`src/rtl/wb_reg_responder.sv`:
```
// Wishbone slave endpoint: a bank of 32-bit registers with byte-select writes,
// a read-only ID word at index 0 and a registered ack/err after WAIT_CYCLES wait states.
//
//   state  | meaning
//   -------+--------------------------------------------------------------
//   S_IDLE | waiting for cyc&stb; request fields are captured here
//   S_WAIT | counting wait states; dropping cyc aborts back to S_IDLE
//   S_RESP | one-cycle ack or err pulse; a good write commits at its end
//   S_TURN | one quiet cycle that swallows the upstream stage's held stb
module wb_reg_responder #(
    parameter int          NUM_REGS    = 16,
    parameter int          WAIT_CYCLES = 1,
    parameter logic [31:0] ID_VALUE    = 32'h5EC0_0001
) (
    input  logic                   clk_i,
    input  logic                   rst_n,
    input  logic [31:0]            wbs_dat_i,
    input  logic [31:0]            wbs_adr_i,
    input  logic [3:0]             wbs_sel_i,
    input  logic                   wbs_we_i,
    input  logic                   wbs_cyc_i,
    input  logic                   wbs_stb_i,
    input  logic [1:0]             wbs_tid_i,
    output logic [31:0]            wbs_dat_o,
    output logic                   wbs_ack_o,
    output logic                   wbs_err_o,
    output logic [1:0]             wbs_tid_o,
    output logic [NUM_REGS*32-1:0] reg_q_o
);

    typedef enum logic [1:0] {S_IDLE, S_WAIT, S_RESP, S_TURN} state_t;

    localparam logic [3:0] CNT_INIT = 4'(WAIT_CYCLES);

    state_t      state_q;
    logic [9:0]  idx_q;
    logic [31:0] wdat_q;
    logic [3:0]  sel_q;
    logic        we_q;
    logic [1:0]  tid_cap_q;
    logic [3:0]  cnt_q;
    logic        ack_q;
    logic        err_q;
    logic [31:0] dat_q;
    logic [1:0]  tid_q;
    logic [31:0] regs_q [1:NUM_REGS-1];

    logic [9:0]  src_idx;
    logic        src_we;
    logic [1:0]  src_tid;
    logic        resp_err;
    logic [31:0] src_rdata;
    logic [31:0] resp_dat;
    logic        unused_adr_bits;

    assign unused_adr_bits = ^{wbs_adr_i[31:12], wbs_adr_i[1:0]};

    // With zero wait states the response is formed from the live request in
    // the same edge that captures it, so the source muxes between bus and capture.
    always_comb begin
        src_idx   = (state_q == S_IDLE) ? wbs_adr_i[11:2] : idx_q;
        src_we    = (state_q == S_IDLE) ? wbs_we_i        : we_q;
        src_tid   = (state_q == S_IDLE) ? wbs_tid_i       : tid_cap_q;
        resp_err  = ({1'b0, src_idx} >= 11'(NUM_REGS)) || (src_we && (src_idx == 10'd0));
        src_rdata = (src_idx == 10'd0) ? ID_VALUE : 32'd0;
        for (int k = 1; k < NUM_REGS; k++) begin
            if ({1'b0, src_idx} == 11'(k)) src_rdata = regs_q[k];
        end
        resp_dat  = (!resp_err && !src_we) ? src_rdata : 32'd0;
    end

    always_ff @(posedge clk_i or negedge rst_n) begin
        if (!rst_n) begin
            state_q   <= S_IDLE;
            idx_q     <= '0;
            wdat_q    <= '0;
            sel_q     <= '0;
            we_q      <= 1'b0;
            tid_cap_q <= '0;
            cnt_q     <= '0;
            ack_q     <= 1'b0;
            err_q     <= 1'b0;
            dat_q     <= '0;
            tid_q     <= '0;
            for (int k = 1; k < NUM_REGS; k++) regs_q[k] <= '0;
        end else begin
            ack_q <= 1'b0;
            err_q <= 1'b0;
            dat_q <= '0;
            tid_q <= '0;
            case (state_q)
                S_IDLE: begin
                    if (wbs_cyc_i && wbs_stb_i) begin
                        idx_q     <= wbs_adr_i[11:2];
                        wdat_q    <= wbs_dat_i;
                        sel_q     <= wbs_sel_i;
                        we_q      <= wbs_we_i;
                        tid_cap_q <= wbs_tid_i;
                        cnt_q     <= CNT_INIT;
                        if (WAIT_CYCLES == 0) begin
                            state_q <= S_RESP;
                            ack_q   <= !resp_err;
                            err_q   <= resp_err;
                            dat_q   <= resp_dat;
                            tid_q   <= src_tid;
                        end else begin
                            state_q <= S_WAIT;
                        end
                    end
                end
                S_WAIT: begin
                    if (!wbs_cyc_i) begin
                        state_q <= S_IDLE;
                        cnt_q   <= '0;
                    end else begin
                        cnt_q <= cnt_q - 4'd1;
                        if (cnt_q == 4'd1) begin
                            state_q <= S_RESP;
                            ack_q   <= !resp_err;
                            err_q   <= resp_err;
                            dat_q   <= resp_dat;
                            tid_q   <= src_tid;
                        end
                    end
                end
                S_RESP: begin
                    if (ack_q && we_q) begin
                        for (int k = 1; k < NUM_REGS; k++) begin
                            if ({1'b0, idx_q} == 11'(k)) begin
                                for (int b = 0; b < 4; b++) begin
                                    if (sel_q[b]) regs_q[k][8*b +: 8] <= wdat_q[8*b +: 8];
                                end
                            end
                        end
                    end
                    state_q <= S_TURN;
                end
                S_TURN:  state_q <= S_IDLE;
                default: state_q <= S_IDLE;
            endcase
        end
    end

    assign wbs_ack_o = ack_q;
    assign wbs_err_o = err_q;
    assign wbs_dat_o = dat_q;
    assign wbs_tid_o = tid_q;

    assign reg_q_o[31:0] = ID_VALUE;
    for (genvar k = 1; k < NUM_REGS; k++) begin : g_flat
        assign reg_q_o[32*k +: 32] = regs_q[k];
    end

endmodule

```
`config.mk`:
```
export PLATFORM = sky130hd
export DESIGN_NAME = wb_reg_responder
export DESIGN_NICKNAME = d
export VERILOG_FILES = /design/src/rtl/wb_reg_responder.sv
export SDC_FILE = /design/constraint.sdc
export NUM_CORES = 1
export LEC_CHECK = 0
export ABC_AREA = 0
export CORE_AREA = 2 2 239 241
export CTS_BUF_LIST = sky130_fd_sc_hd__clkbuf_8 sky130_fd_sc_hd__clkbuf_16
export CTS_CLUSTER_DIAMETER = 200
export DETAILED_ROUTE_END_ITERATION = 12
export DIE_AREA = 0 0 241 243
export HOLD_SLACK_MARGIN = 0.03
export PLACE_DENSITY = 0.76
export REMOVE_ABC_BUFFERS = 1
export SYNTH_ARGS = -nofsm -noshare
export SYNTH_HDL_FRONTEND = slang
export SYNTH_SLANG_ARGS = --single-unit
```
`constraint.sdc`:
```
create_clock -name clk_i -period 2.43 [get_ports clk_i]
set_input_delay 0.243 -clock clk_i [delete_from_list [all_inputs] [get_ports clk_i]]
set_output_delay 0.243 -clock clk_i [all_outputs]
set_load 0.005 [all_outputs]
```
; ---- Word-level counts from Yosys, hierarchy flattened
; Index checks and enable logic that the tools add are counted.
[word_totals]
regBits = 571
input_bits = 75
output_inout_bits = 548
word_cells = 221
[op_classes]
addsub = 1
n_lt_le_gt_ge = 1
n_eq_ne = 36
n_mux = 39
n_reduce_logical = 73
[ops]
columns = op, n
row1 = $mux 32, 19
row2 = $reduce_and 4->1, 60
row3 = $eq 10x4->1 const B, 16
row4 = $eq 10x3->1 const B, 8
row5 = $eq 10x2->1 const B, 4
row6 = $mux 31, 1
row7 = $eq 10x1->1 const B, 2
row8 = $mux 2, 7
row9 = $ge 10x5->1 const B, 1
row10 = $logic_not 10->1, 1
row11 = $mux 10, 1
row12 = $mux 4, 2
row13 = $pmux 2 s4, 1
row14 = $pmux 4 s2, 1
row15 = $mux 1, 7
row16 = $reduce_and 2->1, 3
row17 = $eq 2x2->1 const B, 2
row18 = $eq 4x1->1 const B, 1
row19 = $logic_and 1x1->1, 4
row20 = $sub 4x1->4 const B, 1
row21 = $ne 3x3->1 const B, 1
row22 = $eq 2x1->1 const B, 1
row23 = $logic_not 1->1, 2
row24 = $logic_not 2->1, 1
row25 = 3 further kinds, 3

; ---- Depth between registers and ports, before layout
[logic_depth]
depth_word = 23
mapped_depth = 12
depth_no_buf = 8

; ---- Worst setup path before layout
; Ideal clock, no wire load.
[synth_timing]
kind = reg-to-reg
startpoint = register with a tool-made name
endpoint = register dat_q[26] (netlist: wbs_dat_o[26])
setup_time_ps = 82
t_arrival_ps = 2489
required_ps = 2348
slack_ps = -141
path_stages_with_launch = 10
path_buffers = 1
synth_period_minus_slack_ps = 2571
path_cell_list = dfrtp_1 -> or2_1 -> buf_6 -> mux2_4 -> a211oi_2 -> a22oi_2 -> a222oi_1 -> a2111oi_0 -> or3_1 -> a31oi_1
[synth_rtl]
columns = element, line_no
row1 = end signal: assignment, 104  ; dat_q <= resp_dat;
row2 = end signal: assignment, 121  ; dat_q <= resp_dat;
row3 = end: declaration, 44  ; logic [31:0] dat_q;

; ---- Worst setup path in the final report
[layout_timing]
startpoint = register idx_q[5]
endpoint = register dat_q[26] (netlist: wbs_dat_o[26])
[layout_via]
elab_chain_len = 22
word_cells_on_any_way = 42
cone_classes = 1 x order compare / 15 x eq/ne / 21 x mux / 5 x reduce/logical
[layout_lines]
columns = element, line_no
row1 = start: declaration, 36  ; logic [9:0] idx_q;
row2 = start signal: assignment, 94  ; idx_q <= wbs_adr_i[11:2];
row3 = $mux 10 (*), 61  ; src_idx = (state_q == S_IDLE) ? wbs_adr_i[11:2] : idx_q;
row4 = $logic_not 10->1, "64, 65"
row5 = $mux 31, 65  ; src_rdata = (src_idx == 10'd0) ? ID_VALUE : 32'd0;
row6 = $mux 32 (15 in series), 67  ; if ({1'b0, src_idx} == 11'(k)) src_rdata = regs_q[k];
row7 = $mux 32 (*), 69  ; resp_dat = (!resp_err && !src_we) ? src_rdata : 32'd0;
row8 = $mux 32 (*), 117  ; if (cnt_q == 4'd1) begin
row9 = $mux 32 (*), 112  ; if (!wbs_cyc_i) begin
row10 = $mux 32 (*), 91  ; case (state_q)
; Every way passes the cells marked *; elsewhere a longest branch is shown, timed or not.
; A chain may end at the register's enable or synchronous reset.

==> results.md <==
- Buffer levels on the longest clock path: 3
- Unrepaired setup endpoints after global routing: yes
- Violated checks: setup timing
- Final period util: 114%
- Core Region: ~56000 sq um
- Die Area: roughly 59000 sq um
- Total power per unit cell area: approximately 650 nW/um^2
- Primary flip-flop cell chosen by synthesis mapping: dfrtp_1
- Via count: around 23000
- Number of global-route vias before repair: roughly 22000
- Met3 track demand over resource: roughly a tenth
- Number of placement rows: slightly below 90
- TritonRoute pass-1 iters: 9
- Final routed DRC violation total: 0
- Via count normalized by instance count: 6.29
- Arrival time of the worst setup path: 3320 ps
- Number of instances in the synthesized netlist: ~1900
- Average wire per standard cell: ~32 um
- Maximum fanout encountered on the critical timing path: 8
- Transition at the pin with the smallest max-transition slack: slightly below 700 ps
- Starting density of the core: 44.7%
- Max-cap violations: 0
- Most crowded layer after global routing: met2
- Critical path's top delay family: compound AO/OA/AOI/OAI gates
- Antenna violations before repair: 2
- Number of flops mapped to enable cells by yosys: 0
- Height of the die: about 240 um
- Maximum ir drop on the vdd rail: between 700 and 800 uV
- TritonCTS sink count: between 500 and 600
- Worst slew margin relative to its limit: 53.7%
- Num CTS Buffers: 58
- First-pass GRT wire length: around 160000 um
- Combined buffer and inverter count along the critical path: 3
- Fraction of met2 tracks used by global routing: around 56%
- Boundary pin count: slightly above 600
- Final-report max-slew violation count: 0
- Htree depth: 2
- Number of failing hold endpoints at the final stage: 0
- Largest net degree at the start of global routing: roughly 110
- Final total power: between 20 and 30 mW
- Global route overflow: 0
- Count of state elements after synthesis: around 570
- Nature of the critical path endpoint: flop
- Most common cell after layout, fill and taps aside: dfrtp_1
- Layout overhead on the synthesized area: 54.9%
- Commonest cells after routing, fill and taps aside: 571 x dfrtp_1, 567 x clkdlybuf4s50_1, 424 x mux2_2
- Most prevalent standard cell on the critical path: buf_4
- Avg Synthesized Cell Area: roughly 13 sq um
- Total track usage: between 30% and 40%
- Share of flip-flops with an asynchronous set or reset: 100%
- Quantity of I/O buffers inserted on ports: between 500 and 600
- Sequence of cells on the critical path: nor4_2 > buf_4 > nand3_4 > buf_6 > a211oi_4 > buf_4 > a22oi_2 > a222oi_1 > a2111oi_1 > or3_1 > a31oi_1
- Placement-stage cell area: ~34000 sq um
- Remaining antenna violation count after routing: 0
- Worst-path cell with the longest stage delay: dfrtp_1
- Clock root buffer master: clkbuf_16
- Required time at the endpoint of the critical path: 2980 ps
- LEAKAGE: between 15 and 20 nW
- Clock Pin Slew Worst Setup and Hold Paths: around 70 ps
- Run status: finished, violations left
- HPWL after DPL: a little over 80000 um
- Fmax: around 360 MHz
- Worst stage delay on the critical path: slightly below 400 ps
- Post-Synthesis Cell Area: approximately 25000 sq um
- Nets@finish: between 2000 and 3000
- Post-route setup slack: -341 ps
- Kind of start point of the critical path: flop
- Global routing met1 resource utilization: between 50% and 60%
- Count of different cell masters after synthesis: about 70
- Layout Cell Area excl Fill: approximately 39000 sq um
- Register area share after synthesis: a little under three fifths
- Min Tclk post-route: 2770 ps
- Ratio of cells with drive above 1 in the final layout: between 40 and 50%
- Filler cells: between 3000 and 4000
- Count of endpoints failing setup in the final report: 245
- 1st-iter DRT viols: ~3000
- Die extent in x: approximately 240 um
- CTS tree: built
- Clock latency on the worst-skew pair: approximately 630 ps
- Path class of the lowest-slack min-delay path: primary input to async pin
- Register-to-register path setup slack: -340 ps
- Total detailed-routing wirelength: 116000 um
- Worst Skew: around 21 ps
- Warnings, synthesis: 0
- WS Path Type: flop to flop
- Final weighted congestion of routability-driven global placement: 0.959
[final timing paths]
check / end / depth (start not counted) / from
worst max-delay path: wbs_dat_o[26] / 11 / idx_q[5]
worst min-delay path: reg_q_o[121] / 2 / rst_n
worst max register to register: wbs_dat_o[26] / 11 / idx_q[5]
worst min register to register: idx_q[6] / 1 / idx_q[6]
max in group asynchronous: reg_q_o[402] / 3 / rst_n
min in group clk_i: wbs_tid_o[0] / 3 / wbs_tid_i[0]
[through the flow]
stage	util, %	instances	worst slack [ps]	setup TNS, ps	hold WS [ps]
5_1_grt	69.3	3625	-463	-24770	155
2_1_floorplan	-	1812	-1410	-51880	-52.6
3_3_place_gp	60.6	3432	-687	-42960	194
4_1_cts	65.7	3587	-295	-6150	141
3_5_place_dp	60.6	3432	-678	-55350	189
6_report	69.3	3625	-341	-13510	133
[cell usage after synthesis, types with 11 or more instances]
library cell    n  area (sq um)
a211oi_1       13          97.6
a21oi_1        52           260
a221o_1        14           140
a221oi_1       27           236
a222oi_1       12           120
a22o_1         11          96.3
a22oi_1        77           578
a31oi_1        11          68.8
buf_1          35           131
buf_2          21           105
buf_4          33           248
clkbuf_1       44           165
dfrtp_1       571         14300
mux2_2        524          5900
nand2_1       103           387
nand3_1        16          80.1
nand4_1        11          68.8
nor2_1        103           387
nor3_1         20           100
o21ai_0        57           285
o22ai_1        23           144
[cell families (layout without fill, tap and decap cells)]
kind of cell / after synthesis / in the layout / share of synthesized area (%)
adders and majority gates: 2 / 2 / 0.0999
DFF: 571 / 571 / 57.1
other: 2 / 33 / 0.0300
buffers and inverters: 143 / 1065 / 2.77
AOI/OAI and AO/OA: 377 / 377 / 11.0
muxes: 528 / 528 / 23.8
and+or+nand+nor: 293 / 293 / 5.28
[sequential cells by signal, indices dropped and copies added, names as in the netlist, named ones only]
signal / flops
wbs_err_o: 1
cnt_q: 4
sel_q: 4
state_q: 1
wdat_q: 32
wbs_tid_o: 2
reg_q_o: 480
we_q: 1
tid_cap_q: 2
wbs_ack_o: 1
wbs_dat_o: 32
idx_q: 10
[where the power goes]
part           total [mW]  internal (mW)  switching, mW
clock network        9.31           5.35           3.95
logic                4.19           2.04           2.15
registers            11.5           9.94           1.58
[worst register-to-register path, cell delays in order (launching register included)]
cell	delay [ps]
dfrtp_1	390
nor4_2	330
buf_4	190
nand3_4	180
buf_6	190
a211oi_4	230
buf_4	160
a22oi_2	70
a222oi_1	330
a2111oi_1	100
or3_1	370
a31oi_1	150
[final cells by class]
| type | instances | area (sq um) | area share (%) |
|---|---|---|---|
| Timing Repair Buffer | 947 | 9880 | 25.5 |
| Antenna cell | 1 | 2.50 | 0.00645 |
| Clock buffer | 69 | 1610 | 4.16 |
| Multi-Input combinational cell | 1232 | 11700 | 30.1 |
| Tap cell | 756 | 946 | 2.44 |
| Sequential cell | 571 | 14300 | 36.8 |
| Clock inverter | 40 | 355 | 0.916 |
| Inverter | 9 | 33.8 | 0.0871 |
[layer usage]
layer,wire [um],part of all wire (%)
met4,7220,6.2
met2,51200,44
met1,43700,38
met5,13,0.011
met3,14100,12
[timing repair]
action / CTS / global route
endpoints found under the hold margin: 232 / 0
hold buffers: 1 / 0
pin swaps: 46 / 70
setup buffers: 42 / 39
cloned: 3 / 2
setup endpoints to repair: 415 / 382
resized for setup: 126 / 378
Note: power is estimated with default switching activity, not from simulation.
